===== src/rtl/pvr_pkg.sv =====
// pvr_pkg: shared ISP pass types, depth modes, pass order
// and scheduler states for the tile pipeline.
package pvr_pkg;

   localparam logic [2:0] TYPE_OPQ     = 3'd0;
   localparam logic [2:0] TYPE_OPQ_MOD = 3'd1;
   localparam logic [2:0] TYPE_TRN     = 3'd2;
   localparam logic [2:0] TYPE_TRN_MOD = 3'd3;
   localparam logic [2:0] TYPE_PT      = 3'd4;

   localparam logic [2:0] DC_GEQUAL = 3'd6;

   localparam logic [2:0] NPASS = 3'd5;

   typedef enum logic [2:0] {
      S_IDLE,
      S_CLR_ISSUE,
      S_CLR_WAIT,
      S_SEL,
      S_PASS_ISSUE,
      S_PASS_WAIT,
      S_FLUSH,
      S_DONE
   } state_t;

   // Hardware pass order: opaque, opaque mod, punch-through,
   // translucent, translucent mod.
   function automatic logic [2:0] pass_order(input logic [2:0] i);
      logic [2:0] t;
      case (i)
         3'd0:    t = TYPE_OPQ;
         3'd1:    t = TYPE_OPQ_MOD;
         3'd2:    t = TYPE_PT;
         3'd3:    t = TYPE_TRN;
         3'd4:    t = TYPE_TRN_MOD;
         default: t = TYPE_OPQ;
      endcase
      return t;
   endfunction

endpackage


===== src/rtl/z_tile_sched.sv =====
// z_tile_sched: per-tile Z clear, ISP pass and writeback
// scheduler for the 32x32 on-chip Z buffer.
module z_tile_sched
   import pvr_pkg::*;
#(
   parameter int unsigned       WDOG_W     = 20,
   parameter logic [WDOG_W-1:0] WDOG_LIMIT = 20'hFFFFF
) (
   input  logic       clock,
   input  logic       reset,
   input  logic       tile_start,
   input  logic [4:0] pass_mask,
   input  logic       abort,
   output logic       tile_busy,
   output logic       tile_done,
   output logic       timeout_err,
   output logic       clear_z,
   input  logic       clear_done,
   output logic       pass_start,
   input  logic       pass_done,
   output logic [2:0] type_cnt,
   input  logic [2:0] poly_depth_comp,
   input  logic       poly_zwd,
   output logic [2:0] depth_comp,
   output logic       z_write_disable,
   output logic       flush_req,
   input  logic       flush_ack
);

   localparam logic [WDOG_W-1:0] WDOG_LAST =
      WDOG_LIMIT - WDOG_W'(1);

   state_t            state;
   logic [4:0]        mask_r;
   logic [2:0]        idx;
   logic [WDOG_W-1:0] wdog;
   logic              wd_hit;
   logic              aborting;
   logic [2:0]        sel_type;

   assign wd_hit   = (wdog == WDOG_LAST);
   assign aborting = abort && (state != S_IDLE);
   assign sel_type = pass_order(idx);

   // Tile sequencing FSM with registered handshake outputs.
   always_ff @(posedge clock) begin
      if (reset) begin
         state       <= S_IDLE;
         mask_r      <= '0;
         idx         <= '0;
         wdog        <= '0;
         tile_busy   <= 1'b0;
         tile_done   <= 1'b0;
         timeout_err <= 1'b0;
         clear_z     <= 1'b0;
         pass_start  <= 1'b0;
         type_cnt    <= '0;
         flush_req   <= 1'b0;
      end else if (aborting) begin
         state      <= S_IDLE;
         idx        <= '0;
         wdog       <= '0;
         tile_busy  <= 1'b0;
         tile_done  <= 1'b0;
         clear_z    <= 1'b0;
         pass_start <= 1'b0;
         type_cnt   <= '0;
         flush_req  <= 1'b0;
      end else begin
         clear_z    <= 1'b0;
         pass_start <= 1'b0;
         tile_done  <= 1'b0;
         wdog       <= '0;
         unique case (state)
            S_IDLE: begin
               if (tile_start) begin
                  mask_r      <= pass_mask;
                  timeout_err <= 1'b0;
                  tile_busy   <= 1'b1;
                  clear_z     <= 1'b1;
                  state       <= S_CLR_ISSUE;
               end
            end
            S_CLR_ISSUE: begin
               state <= S_CLR_WAIT;
            end
            S_CLR_WAIT: begin
               if (clear_done) begin
                  idx   <= '0;
                  state <= S_SEL;
               end else if (wd_hit) begin
                  timeout_err <= 1'b1;
                  tile_busy   <= 1'b0;
                  tile_done   <= 1'b1;
                  state       <= S_DONE;
               end else begin
                  wdog <= wdog + WDOG_W'(1);
               end
            end
            S_SEL: begin
               if (idx >= NPASS) begin
                  flush_req <= 1'b1;
                  state     <= S_FLUSH;
               end else if (mask_r[sel_type]) begin
                  type_cnt   <= sel_type;
                  pass_start <= 1'b1;
                  state      <= S_PASS_ISSUE;
               end else begin
                  idx <= idx + 3'd1;
               end
            end
            S_PASS_ISSUE: begin
               state <= S_PASS_WAIT;
            end
            S_PASS_WAIT: begin
               if (pass_done) begin
                  idx   <= idx + 3'd1;
                  state <= S_SEL;
               end else if (wd_hit) begin
                  timeout_err <= 1'b1;
                  tile_busy   <= 1'b0;
                  tile_done   <= 1'b1;
                  state       <= S_DONE;
               end else begin
                  wdog <= wdog + WDOG_W'(1);
               end
            end
            S_FLUSH: begin
               if (flush_ack || wd_hit) begin
                  timeout_err <= timeout_err
                                 | (wd_hit & ~flush_ack);
                  flush_req   <= 1'b0;
                  tile_busy   <= 1'b0;
                  tile_done   <= 1'b1;
                  state       <= S_DONE;
               end else begin
                  wdog <= wdog + WDOG_W'(1);
               end
            end
            S_DONE: begin
               state <= S_IDLE;
            end
         endcase
      end
   end

   // Depth mode toward the Z buffer, one cycle behind poly inputs.
   always_ff @(posedge clock) begin
      if (reset || aborting) begin
         depth_comp      <= '0;
         z_write_disable <= 1'b0;
      end else if (state == S_PASS_WAIT) begin
         unique case (1'b1)
            (type_cnt == TYPE_PT): begin
               depth_comp      <= DC_GEQUAL;
               z_write_disable <= poly_zwd;
            end
            (type_cnt == TYPE_OPQ_MOD),
            (type_cnt == TYPE_TRN_MOD): begin
               depth_comp      <= poly_depth_comp;
               z_write_disable <= 1'b1;
            end
            default: begin
               depth_comp      <= poly_depth_comp;
               z_write_disable <= poly_zwd;
            end
         endcase
      end else begin
         depth_comp      <= '0;
         z_write_disable <= 1'b1;
      end
   end

endmodule


===== config.mk =====
export PLATFORM = sky130hd
export DESIGN_NAME = z_tile_sched
export DESIGN_NICKNAME = d
export VERILOG_FILES = /design/src/rtl/pvr_pkg.sv /design/src/rtl/z_tile_sched.sv
export SDC_FILE = /design/constraint.sdc
export NUM_CORES = 1
export LEC_CHECK = 0
export ABC_CLOCK_PERIOD_IN_PS = 6500
export CAP_MARGIN = 20
export CORE_MARGIN = 2
export CORE_UTILIZATION = 35
export DETAILED_ROUTE_END_ITERATION = 7
export PLACE_DENSITY = 0.56
export SYNTH_ARGS = -nofsm -noshare
export SYNTH_HDL_FRONTEND = slang
export SYNTH_SLANG_ARGS = --single-unit

===== constraint.sdc =====
create_clock -name clock -period 6.5 [get_ports clock]
set_input_delay 1.3 -clock clock [delete_from_list [all_inputs] [get_ports clock]]
set_output_delay 1.3 -clock clock [all_outputs]
set_load 0.02 [all_outputs]

# [Word-level counts from Yosys, hierarchy flattened]
# Index checks and enable logic that the tools add are counted.
[op_classes] add_sub_neg=2 mul=0 div_mod_pow=0 n_lt_le_gt_ge=2 n_eq_ne=25 shift=0 muxes=45 bitwise_logic=8 n_reduce_logical=21
[op_table] operator="20-bit two-way mux" count=4
[op_table] operator="20-bit case mux with 3 select lines" count=1
[op_table] operator="3-bit two-way mux" count=12
[op_table] operator="3-bit case mux with 8 select lines" count=1
[op_table] operator="20-bit by 1-bit adder with 20-bit output (second input constant)" count=1
[op_table] operator="20-bit == test (second input constant)" count=1
[op_table] operator="1-bit two-way mux" count=20
[op_table] operator="3-bit == test (second input constant)" count=6
[op_table] operator="2-bit inequality test (second input constant)" count=9
[op_table] operator="3-bit by 2-bit == test with 1-bit output (second input constant)" count=5
[op_table] operator="3-bit case mux with 4 select lines" count=1
[op_table] operator="3-bit AND reduction" count=4
[op_table] operator="5-bit AND reduction" count=2
[op_table] operator="3-bit by 1-bit == test with 1-bit output (second input constant)" count=3
[op_table] operator="3-bit case mux with 3 select lines" count=1
[op_table] operator="1-bit case mux with 4 select lines" count=2
[op_table] operator="1-bit NOT" count=6
[op_table] operator="6-bit AND reduction" count=1
[op_table] operator="3-bit nonzero test" count=2
[op_table] operator="2-bit OR reduction" count=3
[op_table] operator="3-bit OR reduction" count=2
[op_table] operator="3-bit by 4-bit less-than comparator with 1-bit output (second input constant)" count=1
[op_table] operator="4-bit nonzero test" count=1
[op_table] operator="4-bit OR reduction" count=1
[op_table] operator="12 further kinds" count=13
[totals] register_bits=44 latch_bits=0 ramBits=0 mem_bits_ro=0 memories=0

# [Logic depth before layout (Yosys ltp)]
[logic_depth] depth_word=7 mapped_depth=7 ltp_nobuf=7

# [Worst setup path after synthesis]
# No wires, ideal clock.
[synth_path] path_type="input to register" start="input port reset" end="register tile_busy" t_arrival_ps=2114 t_required_ps=6369 path_slack_ps=4255 stages=4 path_cell_list="clkbuf_1 -> a21o_1 -> clkbuf_1 -> o22ai_1"
[synth_via] elab_chain_cells=1
[synth_rtl] item="start: declaration" line="z_tile_sched.sv:10" text="input logic reset,"
[synth_rtl] item="2-bit OR reduction (no line)"
[synth_rtl] item="end signal: assignment" line="z_tile_sched.sv:52" text="tile_busy <= 1'b0;"
[synth_rtl] item="end signal: assignment" line="z_tile_sched.sv:63" text="tile_busy <= 1'b0;"
[synth_rtl] item="end signal: assignment" line="z_tile_sched.sv:79" text="tile_busy <= 1'b1;"
[synth_rtl] item="end: declaration" line="z_tile_sched.sv:14" text="output logic tile_busy,"
# Every way passes these cells.
# A chain may end at the register's enable or synchronous reset.

# [Final worst setup path]
[layout_path] start="input port pass_done" end="register wdog[7]"
[layout_via] elab_chain_cells=2
[layout_rtl] item="start: declaration" line="z_tile_sched.sv:20" text="input logic pass_done,"
[layout_rtl] item="20-bit two-way mux" line="z_tile_sched.sv:116" text="if (pass_done) begin"
[layout_rtl] item="20-bit case mux with 3 select lines" line="z_tile_sched.sv:74" text="unique case (state)"
[layout_rtl] item="end signal: assignment" line="z_tile_sched.sv:97" text="wdog <= wdog + WDOG_W'(1);"
[layout_rtl] item="end signal: assignment" line="z_tile_sched.sv:125" text="wdog <= wdog + WDOG_W'(1);"
[layout_rtl] item="end signal: assignment" line="z_tile_sched.sv:137" text="wdog <= wdog + WDOG_W'(1);"
[layout_rtl] item="end: declaration" line="z_tile_sched.sv:36" text="logic [WDOG_W-1:0] wdog;"
# Every way passes these cells.

==> flow_metrics.env <==
export IMPL_outcome="finished, final reports clean"
export IMPL_rsz0062_at_grt="no"
export IMPL_dp_hpwl_um=3340
export IMPL_worstPathMaxFanout=20
export IMPL_synth_edf_count=0
export IMPL_track_usage=0.149
export IMPL_min_delay_worst_endpoint="mask_r[4]"
export IMPL_hold_viol=0
export IMPL_setup_viol=0
export IMPL_place_area_sq_mm=0.00247
export IMPL_wl_um=4530
export IMPL_async_flop_share=0
export IMPL_crit_path_end_kind="flip-flop"
export IMPL_netlist_top_cells_count="44 x dfxtp_1, 38 x nor2_1, 34 x nand2_1, 15 x a21oi_1"
export IMPL_yosys_warnings=0
export IMPL_drive_above_1_share=0.0532
export IMPL_drc=0
export IMPL_fin_cells=357
export IMPL_crit_arrival_ns=2.84
export IMPL_grt_max_degree=21
export IMPL_cts_root_buf="clkbuf_8"
export IMPL_drt_first_pass_iters=4
export IMPL_rrSetupSlack_ns=4.13
export IMPL_grt_pass1_wl_um=7670
export IMPL_yosys_cell_count_top_type="dfxtp_1"
export IMPL_antenna_left=0
export IMPL_die_area_sq_mm=0.00678
export IMPL_fin_tns_setup_ns=0
export IMPL_regToRegEndpoint="idx[2]"
export IMPL_yosys_area_top_type_share=0.410
export IMPL_dp_cells=349
export IMPL_period_needed_ns=2.62
export IMPL_holdPathStages=2
export IMPL_initial_utilization=0.363
export IMPL_vias=1768
export IMPL_synthCells=256
export IMPL_port_buffers=28
export IMPL_ctsResizeCount=0
export IMPL_min_path_type="reg2reg"
export IMPL_syn_area_sq_mm=0.00215
export IMPL_die_h_um=82.3
export IMPL_ys_flop_type="dfxtp_1"
export IMPL_core_sq_mm=0.00592
export IMPL_numCtsBuffers=5
export IMPL_ctsHoldBuffers=0
export IMPL_antenna_cells=0
export IMPL_synth_area_per_cell_sq_um=8.39
export IMPL_p_per_area_mw_per_mm2=266
export IMPL_worstMarginPinSlew_ns=0.669
export IMPL_yosysSeqAreaShare=0.410
export IMPL_max_cap_violations=0
export IMPL_final_net_count=303
export IMPL_critical_path_required_ns=6.72
export IMPL_numClockSinks=44
export IMPL_drt_iter0_drc=76
export IMPL_rows=28
export IMPL_syn2layout_area_growth_pct=20.4
export IMPL_r2r_cells=6
export IMPL_synth_largest_area_cell="dfxtp_1"
export IMPL_fin_area_sq_mm=0.00259
export IMPL_fmax_mhz=382
export IMPL_grt_overflow=0
export IMPL_die_w_um=82.3
export IMPL_htreeDepth=2
export IMPL_ioPinCount=29
export IMPL_routed_via_density=4.95
export IMPL_cts_setup_buffers=0
export IMPL_insertion_delay_ns=0.30
export IMPL_syn_nets=278
export IMPL_r2r_start="idx[0]"
export IMPL_worstHoldStart="mask_r[4]"
export IMPL_worstSetupStartpointType="primary input"
export IMPL_finalClockSkew_ns=0.00773
export IMPL_power_leakage_nw=0.908
export IMPL_min_period_over_period=0.403
export IMPL_tritoncts="yes"
export IMPL_ys_ff_latch=44
export IMPL_place_congestion=0.793
export IMPL_critPathKind="in2reg"
export IMPL_clkTransAtPathRegs_ns=0.08
export IMPL_synth_area_leaders="dfxtp_1 41%, nor2_1 6.6%, nand2_1 5.9%"
export IMPL_max_slew_margin=0.550
export IMPL_slew_viol_final=0
export IMPL_fillers=586
export IMPL_grt_pass1_vias=1613
export IMPL_wire_per_inst_um=12.7
export IMPL_cts_buffer_depth=2
export IMPL_max_vdd_ir_drop_mv=0.117
export IMPL_synth_cell_types=48
export IMPL_antenna_found_initial=0
[per-layer routing]
metal,vias to the layer above,wire length [um],global-route usage
li1,935,-,-
met4,0,65,0.0550
met5,-,0,0
met1,798,2430,0.212
met3,4,178,0.0359
met2,31,1860,0.217
[metrics by stage]
stage          power, mW  setup WS, ns  utilization  hold WS (ns)
3_5_place_dp       0.483          3.53        0.417         0.447
4_1_cts            0.699          3.86        0.437         0.459
5_1_grt            0.735          3.66        0.437         0.487
2_1_floorplan      0.431          4.26            -         0.432
3_3_place_gp       0.483          3.55        0.417         0.442
6_report           0.688          3.88        0.437         0.455
[registers in the layout, indices dropped and copies added (netlist names)]
register,cells
state,3
mask_r,5
depth_comp,3
wdog,20
pass_start,1
z_write_disable,1
type_cnt,3
timeout_err,1
flush_req,1
tile_busy,1
tile_done,1
clear_z,1
idx,3
[critical path: stages]
cell and delay, ns:
clkdlybuf4s50_1 0.46, nor3b_1 0.26, a21oi_1 0.07, o22ai_1 0.17
nand3b_2 0.37, nor2_1 0.20
[cells in the final DEF, fill, tap and decap left out, drive strengths merged, types with 2 or more instances in the layout]
cell type / n
and3: 3
nor4b: 2
a21oi: 15
xor2: 10
nor2b: 5
xnor2: 8
or3: 3
mux2i: 3
nor2: 38
nand2: 34
nand2b: 2
ha: 6
o22ai: 2
nand4: 5
nor4: 3
clkbuf: 5
inv: 9
nand3b: 2
o21ai: 11
a21o: 3
o21a: 4
clkdlybuf4s50: 28
dfxtp: 44
clkinv: 2
o31ai: 4
nor3: 5
nand3: 8
[power by group]
part | total, mW | leakage, nW | internal (mW) | switching [mW]
Clock | 0.213 | 0.0583 | 0.116 | 0.0968
Sequential | 0.320 | 0.356 | 0.289 | 0.0311
Combinational | 0.155 | 0.493 | 0.0689 | 0.0861
Total | 0.688 | 0.908 | 0.474 | 0.214
[area by class of cell]
class	count	area (sq um)	share of cell area
clock buffer	5	68.8	0.0266
timing repair buffer	28	280	0.108
sequential	44	881	0.341
inverter	9	33.8	0.0131
multi-input combinational	193	1180	0.457
clock inverter	3	47.5	0.0184
tap	75	93.8	0.0363
[cell families after synthesis]
kind of cell,Yosys count,share of synthesized area
and+or+nand+nor,116,0.271
xor gates and xnor gates,18,0.0734
adders and majority gates,6,0.0349
AOI/OAI and AO/OA,49,0.146
muxes,4,0.0245
buffers and inverters,19,0.0402
DFF,44,0.410
[worst max path at each step]
stage,startpoint,to,slack [ns],depth (start not counted)
2_1_floorplan,reset,tile_busy,4.26,4
3_3_place_gp,reset,wdog[9],3.55,5
3_5_place_dp,reset,wdog[7],3.53,5
4_1_cts,reset,wdog[7],3.86,5
5_1_grt,reset,wdog[6],3.66,5
6_report,pass_done,wdog[7],3.88,6
(Power assumes the default switching activity.)
